===== src/rtl/fetch_unit_pkg.sv =====
// Shared definitions for the instruction-fetch front end: instruction size,
// default reset vector and the fetch FSM state encoding.
package fetch_unit_pkg;

   localparam int unsigned INSTR_BYTES       = 4;
   localparam logic [31:0] DEFAULT_RESET_VEC = 32'h0000_0000;

   typedef enum logic [1:0] {
      ST_IDLE  = 2'd0,
      ST_REQ   = 2'd1,
      ST_DRAIN = 2'd2
   } fetch_state_e;

endpackage


===== src/rtl/fetch_unit_queue.sv =====
// Synchronous FIFO holding {pc, instruction} pairs between memory and decode.
// A flush empties the queue and wins over a push in the same cycle.
module fetch_queue #(
   parameter int unsigned W     = 64,
   parameter int unsigned DEPTH = 4
) (
   input  logic                     clk_i,
   input  logic                     rst_ni,
   input  logic                     push_i,
   input  logic                     pop_i,
   input  logic                     flush_i,
   input  logic [W-1:0]             din_i,
   output logic [W-1:0]             dout_o,
   output logic [$clog2(DEPTH):0]   count_o,
   output logic                     empty_o,
   output logic                     full_o
);

   localparam int unsigned PTR_W = $clog2(DEPTH);
   localparam int unsigned CNT_W = PTR_W + 1;

   logic [W-1:0]     mem_q [DEPTH];
   logic [PTR_W-1:0] wr_ptr_q, wr_ptr_d;
   logic [PTR_W-1:0] rd_ptr_q, rd_ptr_d;
   logic [CNT_W-1:0] count_q, count_d;
   logic             do_push, do_pop;

   assign empty_o = (count_q == '0);
   assign full_o  = (count_q == CNT_W'(DEPTH));
   assign count_o = count_q;

   // A push into a full queue is only legal when the head leaves in the same cycle.
   assign do_push = push_i && !flush_i && (!full_o || pop_i);
   assign do_pop  = pop_i && !empty_o && !flush_i;

   always_comb begin
      wr_ptr_d = wr_ptr_q;
      rd_ptr_d = rd_ptr_q;
      count_d  = count_q;
      if (flush_i) begin
         wr_ptr_d = '0;
         rd_ptr_d = '0;
         count_d  = '0;
      end else begin
         if (do_push) wr_ptr_d = wr_ptr_q + PTR_W'(1);
         if (do_pop)  rd_ptr_d = rd_ptr_q + PTR_W'(1);
         count_d = count_q + CNT_W'(do_push) - CNT_W'(do_pop);
      end
   end

   always_ff @(posedge clk_i or negedge rst_ni) begin
      if (!rst_ni) begin
         wr_ptr_q <= '0;
         rd_ptr_q <= '0;
         count_q  <= '0;
      end else begin
         wr_ptr_q <= wr_ptr_d;
         rd_ptr_q <= rd_ptr_d;
         count_q  <= count_d;
      end
   end

   always_ff @(posedge clk_i) begin
      if (do_push) mem_q[wr_ptr_q] <= din_i;
   end

   // Empty queue presents zeros so the head outputs are defined straight out of reset.
   assign dout_o = empty_o ? '0 : mem_q[rd_ptr_q];

endmodule


===== src/rtl/fetch_unit.sv =====
// Instruction-fetch front end: owns the PC, issues single-outstanding req/ack
// fetches and buffers {pc, instr} for decode, with redirect and back-pressure.
module fetch_unit
   import fetch_unit_pkg::*;
#(
   parameter int unsigned       ADDR_W    = 32,
   parameter int unsigned       DATA_W    = 32,
   parameter int unsigned       DEPTH     = 4,
   parameter logic [ADDR_W-1:0] RESET_VEC = ADDR_W'(DEFAULT_RESET_VEC)
) (
   input  logic              i_clk,
   input  logic              i_rst_n,
   input  logic              i_redirect,
   input  logic [ADDR_W-1:0] i_redirect_pc,
   output logic              o_imem_req,
   output logic [ADDR_W-1:0] o_imem_addr,
   input  logic              i_imem_ack,
   input  logic [DATA_W-1:0] i_imem_rdata,
   output logic              o_valid,
   input  logic              i_ready,
   output logic [DATA_W-1:0] o_instr,
   output logic [ADDR_W-1:0] o_pc
);

   localparam int unsigned       CNT_W   = $clog2(DEPTH) + 1;
   localparam logic [ADDR_W-1:0] STEP    = ADDR_W'(INSTR_BYTES);
   localparam logic [CNT_W-1:0]  DEPTH_C = CNT_W'(DEPTH);

   fetch_state_e             state_q, state_d;
   logic [ADDR_W-1:0]        fetch_pc_q, fetch_pc_d;
   logic [ADDR_W-1:0]        addr_q, addr_d;
   logic                     req_q, req_d;
   logic [ADDR_W-1:0]        target;
   logic                     xfer;
   logic                     q_push, q_pop, q_flush, q_empty, q_full;
   logic [CNT_W-1:0]         q_count, count_after;
   logic [ADDR_W+DATA_W-1:0] q_din, q_dout;

   assign target      = i_redirect_pc & ~(STEP - ADDR_W'(1));
   assign xfer        = req_q && i_imem_ack;
   assign q_pop       = !q_empty && i_ready;
   assign q_flush     = i_redirect;
   assign count_after = q_count + CNT_W'(1) - CNT_W'(q_pop);
   assign q_din       = {fetch_pc_q, i_imem_rdata};

   always_ff @(posedge i_clk or negedge i_rst_n) begin
      if (!i_rst_n) begin
         state_q    <= ST_IDLE;
         fetch_pc_q <= RESET_VEC;
         req_q      <= 1'b0;
         addr_q     <= RESET_VEC;
      end else begin
         state_q    <= state_d;
         fetch_pc_q <= fetch_pc_d;
         req_q      <= req_d;
         addr_q     <= addr_d;
      end
   end

   always_comb begin
      state_d = state_q;
      unique case (state_q)
         ST_IDLE: begin
            if (!q_full && !i_redirect) state_d = ST_REQ;
         end
         ST_REQ: begin
            if (i_redirect)                           state_d = xfer ? ST_IDLE : ST_DRAIN;
            else if (xfer && count_after == DEPTH_C)  state_d = ST_IDLE;
         end
         ST_DRAIN: begin
            if (xfer) state_d = ST_IDLE;
         end
         default: state_d = ST_IDLE;
      endcase
   end

   // Request registers, fetch PC and queue push; a redirect always retargets fetch_pc.
   always_comb begin
      fetch_pc_d = fetch_pc_q;
      req_d      = req_q;
      addr_d     = addr_q;
      q_push     = 1'b0;
      unique case (state_q)
         ST_IDLE: begin
            if (state_d == ST_REQ) begin
               req_d  = 1'b1;
               addr_d = fetch_pc_q;
            end
         end
         ST_REQ: begin
            if (xfer && !i_redirect) begin
               q_push     = 1'b1;
               fetch_pc_d = fetch_pc_q + STEP;
               if (state_d == ST_REQ) addr_d = fetch_pc_q + STEP;
               else                   req_d  = 1'b0;
            end else if (xfer) begin
               req_d = 1'b0;
            end
         end
         ST_DRAIN: begin
            if (xfer) req_d = 1'b0;
         end
         default: ;
      endcase
      if (i_redirect) fetch_pc_d = target;
   end

   assign o_imem_req  = req_q;
   assign o_imem_addr = addr_q;
   assign o_valid     = !q_empty;
   assign {o_pc, o_instr} = q_dout;

   fetch_queue #(
      .W     (ADDR_W + DATA_W),
      .DEPTH (DEPTH)
   ) u_queue (
      .clk_i   (i_clk),
      .rst_ni  (i_rst_n),
      .push_i  (q_push),
      .pop_i   (q_pop),
      .flush_i (q_flush),
      .din_i   (q_din),
      .dout_o  (q_dout),
      .count_o (q_count),
      .empty_o (q_empty),
      .full_o  (q_full)
   );

endmodule

===== config.mk =====
export PLATFORM = sky130hd
export DESIGN_NAME = fetch_unit
export DESIGN_NICKNAME = d
export VERILOG_FILES = /design/src/rtl/fetch_unit_pkg.sv /design/src/rtl/fetch_unit_queue.sv /design/src/rtl/fetch_unit.sv
export SDC_FILE = /design/constraint.sdc
export NUM_CORES = 1
export LEC_CHECK = 0
export ABC_AREA = 1
export CORE_MARGIN = 2
export CORE_UTILIZATION = 34
export DETAILED_ROUTE_END_ITERATION = 10
export GPL_ROUTABILITY_DRIVEN = 0
export GPL_TIMING_DRIVEN = 0
export MAX_ROUTING_LAYER = met4
export PLACE_DENSITY = 0.55
export SYNTH_ARGS = -nofsm -noshare
export SYNTH_HDL_FRONTEND = slang
export SYNTH_HIERARCHICAL = 1
export SYNTH_SLANG_ARGS = --single-unit

===== constraint.sdc =====
create_clock -name i_clk -period 6.6 [get_ports i_clk]
set_input_delay 1.32 -clock i_clk [delete_from_list [all_inputs] [get_ports i_clk]]
set_output_delay 1.32 -clock i_clk [all_outputs]
set_load 0.01 [all_outputs]

==> results.cfg, run 1 <==
[place]
io_buffers = 162
place.detailed.hpwl_um = 26900
dpl.cell_count = 2170

[critical_path]
worst-path-buf-inv = 5
r2r_cells = 12
path_delay_family = buffers and inverters
slowest_delay_ns = 0.75
crit_type = input pin to register
critPathCaptureType = register
r2r_end = u_queue/mem_q[0][13]$_DFFE_PP_
crit_arrival_ns = 4.86
crit_chain = clkdlybuf4s50_1 -> nor2_2 -> clkbuf_1 -> inv_1 -> nor2_1 -> nand2_1 -> nor2_4 -> buf_12 -> buf_16
critPathMaxFanout = 25
start_kind = input pin
r2r_slack_ns = 2.56
rr_startpoint = state_q[1]$_DFF_PN0_
crit_slowest_cell = nor2_4
cp.required_ns = 6.84

[synthesis]
syn_inst = 1451
synth_flop_cell = edfxtp_1
seq_area_frac_synth = 0.650
syn_area_um2 = 14500
ys_types = 35
synthArstFlopShare = 0.215
synth_edf_count = 256
synth-seq-cells = 326
yosys.area.top_type = edfxtp_1
ys_warn_count = 6
yosysTopAreaCellShare = 0.530
synth_area_leaders = edfxtp_1 (53%), nand2_1 (13%), dfrtp_1 (12%)
syn_area_per_cell_um2 = 10.0

[route]
ant_nets = 0
wl_per_cell_um = 17.9
dr_total_vias = 10700
wl_um = 40000
drt_iter0_markers = 765
drc = 0
viasPerCell = 4.78
dr.pass1.iters = 5

[floorplanning]
coreArea_um2 = 42000
io_pins = 167
die_w_um = 211
start_util = 0.345
die_h_um = 211
row_count = 75
die-area_um2 = 44400

[global_route]
grt_max_degree = 61
grt_pass1_vias = 10700
grt_pass1_wl_um = 61800
gr-total-overflow = 0
antenna_found_initial = 0
grt.total_usage = 0.188

[timing]
fin_crit_ns = 4.61
rsz0062_at_grt = no
hold_viol_final = 0
skew_ns = 0.0210
finalSetupViolations = 0
final-max-slew-violation-count = 0
slew_headroom = 0.437
max_freq_mhz = 217
worst_pin_slew_ns = 0.843
fin_crit_sh = 0.699

[min_path]
min_path_cells = 2
holdCritStartpoint = o_imem_addr[7]$_DFFE_PN0P_
min_to = o_imem_addr[7]$_DFFE_PN0P_
hp-class = register to register

[cts]
cts.htree.levels = 2
cts_tree = yes
cts_buffer_depth = 3
cts-root-buf = clkbuf_16
clkSlewWorstSetupHoldPaths_ns = 0.06
cts_setup_buffers = 0
clkSinkCount = 326
cts_resized = 0
clock_latency_ns = 0.54
postCtsHoldBufs = 0
cts_made_buffers = 38

[power]
power_leakage_nw = 7.19
ir_drop_mv = 0.197
power_density_nw_per_um2 = 307
power_mw = 5.61

[finish]
n_antenna_cell = 0
nNetsFinal = 1754
final_cell_count_no_fill = 2239
synthToLayoutAreaGrowth_pct = 25.9
drive_above_1_share = 0.0806

[outcome]
status = finished clean

[flow_run]
maxCapViolCount = 0
-- registers in the layout (all words and copies together) (netlist names) --
register          flops
u_queue/rd_ptr_q      2
u_queue/mem_q       256
u_queue/count_o       3
o_imem_addr          30
state_q               2
o_imem_req            1
fetch_pc_q           30
u_queue/wr_ptr_q      2
-- how the worst max path moves through the flow --
stage                                                 to  depth (start not counted)        from  slack (ns)
after CTS                 u_queue/mem_q[0][13]$_DFFE_PP_                          9  i_redirect        1.93
after global placement     u_queue/mem_q[1][6]$_DFFE_PP_                          7  i_redirect       -2.44
after detailed placement   u_queue/mem_q[0][5]$_DFFE_PP_                          9  i_redirect        1.35
after global routing      u_queue/mem_q[0][13]$_DFFE_PP_                          9  i_redirect        1.70
after floorplan            u_queue/mem_q[0][0]$_DFFE_PP_                          7  i_imem_ack        1.09
final                     u_queue/mem_q[0][13]$_DFFE_PP_                          9  i_redirect        1.99
-- final cells by class --
type                            instances  area (um^2)
Timing Repair Buffer                  171         1820
Fill cell                            4005        23800
Sequential cell                       326         9440
Clock buffer                           49         1020
Buffer                                 70          424
Multi-Input combinational cell        994         4450
Clock inverter                         20          176
Tap cell                              539          674
Inverter                               70          268
-- cells in the final DEF (no fill, tap or decap), types with 3 or more instances in the layout --
cell type        Yosys  routed
buf_16               0       3
clkbuf_16            0      39
conb_1               1      10
buf_2               24      24
edfxtp_1           256     256
clkinv_2             0       8
o21ai_1             15      15
nand2_1            516     516
a21oi_1             69      69
ha_1                13      13
xor2_1              15      15
inv_1               64      64
nand3_1             38      38
buf_4               17      18
o211ai_1            27      27
clkinv_1             0       5
nor2_4               0       4
buf_6                6       6
nor2_2               4       4
nor3_1               8       8
clkdlybuf4s50_1      0     161
dfrtp_1             70      70
buf_12               0       6
o21ai_0             73      73
nor2_1             183     179
clkbuf_1            21      30
nand4_1              7       7
inv_2                4       4
-- per-stage QoR --
stage	hold WS (ns)	worst slack [ns]	area (um^2)	TNS [ns]	utilization
2_1_floorplan	0.496	1.09	14600	0	-
3_3_place_gp	0.461	-2.44	16800	-599.03	0.401
3_5_place_dp	0.460	1.35	17100	0	0.406
4_1_cts	0.484	1.93	18300	0	0.435
5_1_grt	0.513	1.70	18300	0	0.435
6_report	0.474	1.99	18300	0	0.435
-- kinds of logic (layout without fill, tap and decap cells) --
logic type	after synthesis	after routing	share of synthesized area
xor gates and xnor gates	16	16	0.00965
and+or+nand+nor	760	760	0.205
other	1	10	0.000258
adders and majority gates	14	14	0.0126
buffers and inverters	140	380	0.0477
AOI/OAI and AO/OA	193	193	0.0736
DFF	326	326	0.650
muxes	1	1	0.000690
-- cell usage after synthesis, types with 15 or more instances --
| master | number |
|---|---|
| a21oi_1 | 69 |
| buf_2 | 24 |
| buf_4 | 17 |
| clkbuf_1 | 21 |
| dfrtp_1 | 70 |
| edfxtp_1 | 256 |
| inv_1 | 64 |
| nand2_1 | 516 |
| nand3_1 | 38 |
| nor2_1 | 183 |
| o211ai_1 | 27 |
| o21ai_0 | 73 |
| o21ai_1 | 15 |
| xor2_1 | 15 |
-- metal layers --
metal / GRT usage / vias up / share of wire
met1: 0.253 / 5065 / 0.47
li1: - / 5260 / -
met3: 0.0266 / 60 / 0.048
met5: - / - / 0
met2: 0.301 / 321 / 0.47
met4: 0.0432 / 0 / 0.017
-- worst min-delay path, delay by kind of cell, from the launching register on --
family           cells  cell delay [ns]
DFF                  1             0.34
and+or+nand+nor      2             0.10
-- where the power goes --
part	internal, mW	switching, mW	total [mW]
registers	2.39	0.154	2.55
clock network	1.18	0.827	2.01
logic	0.439	0.621	1.06
No activity file was read; power rests on OpenSTA's default activity.
==> inputs of run 2 (changes only) <==
--- a/config.mk
+++ b/config.mk
@@ -12,7 +12,7 @@
 export GPL_ROUTABILITY_DRIVEN = 0
 export GPL_TIMING_DRIVEN = 0
 export MAX_ROUTING_LAYER = met4
-export PLACE_DENSITY = 0.55
+export PLACE_DENSITY = 0.57
 export SYNTH_ARGS = -nofsm -noshare
 export SYNTH_HDL_FRONTEND = slang
 export SYNTH_HIERARCHICAL = 1
==> constraint.sdc (replaced) <==
create_clock -name i_clk -period 4 [get_ports i_clk]
set_input_delay 0.8 -clock i_clk [delete_from_list [all_inputs] [get_ports i_clk]]
set_output_delay 0.8 -clock i_clk [all_outputs]
set_load 0.01 [all_outputs]
==> run 2 against run 1 <==
Compared with the run above:
- final area is essentially flat
- routed wire length shrank 0.69%
- sequential power grew 65%
- critical endpoint is now u_queue/count_o[2]$_DFF_PN0_
- non-clock buffer count is the same
==> results.cfg, run 2 (same netlist as run 1, synthesis figures left out) <==
[power]
power_frac_seq = 0.453
p_switching_mw = 2.61
internal_power_mw = 6.67
ir_drop_mv = 0.261
power_leakage_nw = 7.20
p_clk_frac = 0.359
power_density_nw_per_um2 = 507
power_mw = 9.27
p_sw_frac = 0.281
comb_power_share = 0.189

[cts]
cts_made_buffers = 36
cts.htree.levels = 2
cts_tree = yes
clock_latency_ns = 0.53
cts_setup_buffers = 0
clkSinkCount = 326
cts-root-buf = clkbuf_16
cts_buffer_depth = 3
postCtsHoldBufs = 0
clkSlewWorstSetupHoldPaths_ns = 0.06

[global_route]
antenna_found_initial = 0
met1_usage = 0.241
grt_use_met3 = 0.0256
grt_pass1_vias = 10600
grt_pass1_wl_um = 60700
grt.busiest_layer = met2
gr-total-overflow = 0
grtUsageMet2 = 0.303
grt.total_usage = 0.185
grt_max_degree = 61

[finish]
drive_above_1_share = 0.0813
final_cell_mix = nand2_1 (516), edfxtp_1 (256), nor2_1 (179)
n_antenna_cell = 0
fin_util = 0.435
nNetsFinal = 1752
synthToLayoutAreaGrowth_pct = 25.9
largest_register_ffs = 256
final_cell_count_no_fill = 2236
regMostFlops = u_queue/mem_q
final_common_cell = nand2_1

[route]
viasPerCell = 4.80
drc = 0
drt_iter0_markers = 653
wl_per_cell_um = 17.8
dr_total_vias = 10700
wl_um = 39700
dr.pass1.iters = 5
ant_nets = 0

[critical_path]
slowest_delay_ns = 0.66
r2r_slack_ns = 0.33
critPathMaxFanout = 10
path_delay_family = buffers and inverters
rr_startpoint = u_queue/count_o[1]$_DFF_PN0_
cp.required_ns = 4.40
start_kind = input pin
crit_arrival_ns = 4.11
worst-path-buf-inv = 5
crit_chain = clkdlybuf4s50_1 -> nor2_2 -> clkbuf_2 -> inv_1 -> nor2_1 -> nand2_1 -> ha_1 -> inv_1 -> ha_1 -> inv_1 -> fa_1 -> nor2_1 -> nor2_1
crit_slowest_cell = clkdlybuf4s50_1
r2r_cells = 17
critPathCaptureType = register
crit_type = input pin to register
r2r_end = u_queue/count_o[2]$_DFF_PN0_

[timing]
hold_slack_ns = 0.109
fin_crit_ns = 3.72
slew_headroom = 0.477
max_freq_mhz = 269
fin_crit_sh = 0.930
final-max-slew-violation-count = 0
setup_ws_ns = 0.281
skew_ns = 0.0246
finalSetupViolations = 0
rsz0062_at_grt = no
hold_viol_final = 0
worst_pin_slew_ns = 0.783

[place]
dpl.cell_count = 2170
place.detailed.hpwl_um = 26900
io_buffers = 162
place_ws_ns = -0.495

[floorplanning]
coreArea_um2 = 42000
row_count = 75
start_util = 0.345
io_pins = 167
die_w_um = 211
die_h_um = 211
die-area_um2 = 44400

[min_path]
hp-class = input pin to asynchronous set/reset pin

[flow_run]
maxCapViolCount = 0

[outcome]
status = finished clean
run 2: changes by cell type in the layout (fill, tap and decap cells not counted), sizes merged:
cell    delta
clkbuf     -6
bufinv     +1
clkinv     +2
run 2: power groups by stage:
stage          Clock (mW)  Sequential, mW  Combinational [mW]
4_1_cts              3.41            4.19                1.76
6_report             3.33            4.20                1.75
3_5_place_dp            0            4.25                1.74
3_3_place_gp            0            4.26                1.71
2_1_floorplan           0            4.24               0.933
5_1_grt              3.54            4.23                1.95
run 2: per-layer routing:
metal	wire length, um	part of all wire
met5	0	0
met4	1050	0.026
met3	1820	0.046
met2	18800	0.47
met1	18100	0.45
run 2: worst max-delay path by stage:
stage	start	end	slack [ns]	cells after the start
3_5_place_dp	i_redirect	u_queue/mem_q[2][5]$_DFFE_PP_	-0.50	8
6_report	i_redirect	u_queue/count_o[2]$_DFF_PN0_	0.28	13
4_1_cts	i_redirect	u_queue/mem_q[2][11]$_DFFE_PP_	0.06	8
2_1_floorplan	i_imem_ack	u_queue/mem_q[0][0]$_DFFE_PP_	-0.99	7
5_1_grt	i_redirect	u_queue/count_o[2]$_DFF_PN0_	0.01	14
3_3_place_gp	i_redirect	u_queue/mem_q[0][10]$_DFFE_PP_	-4.56	7
run 2: what timing repair did:
item,in CTS,in global routing
setup endpoints to repair,0,167
gates resized for setup,0,2
hold endpoints to repair,0,0
run 2: worst register-to-register path, cell delays in order (launching register included):
cell and delay (ns):
dfrtp_1 0.45, nor2_1 0.16, nand2_1 0.15, inv_1 0.11
clkbuf_1 0.54, inv_1 0.13, nand2_1 0.14, inv_1 0.11
inv_1 0.07, nand3_1 0.12, nand2_1 0.40, ha_1 0.33
inv_1 0.06, ha_1 0.13, inv_1 0.05, fa_1 0.39
nor2_1 0.14, nor2_1 0.06
run 2: area by class of cell:
class                   count  area, um^2
plain buffers              70         425
clock buffers              43        1010
clock inverters            23         193
fillers                  4028       23800
inverters                  70         268
multi-input cells         994        4450
flip-flops and latches    326        9440
well taps                 539         674
repair buffers            171        1810
run 2: through the flow:
step                TNS [ns]  instance area [um^2]
detailed placement    -93.55                 17100
floorplan            -252.46                 14600
global route               0                 18300
global placement    -1171.03                 16800
finish                     0                 18300
CTS                        0                 18300
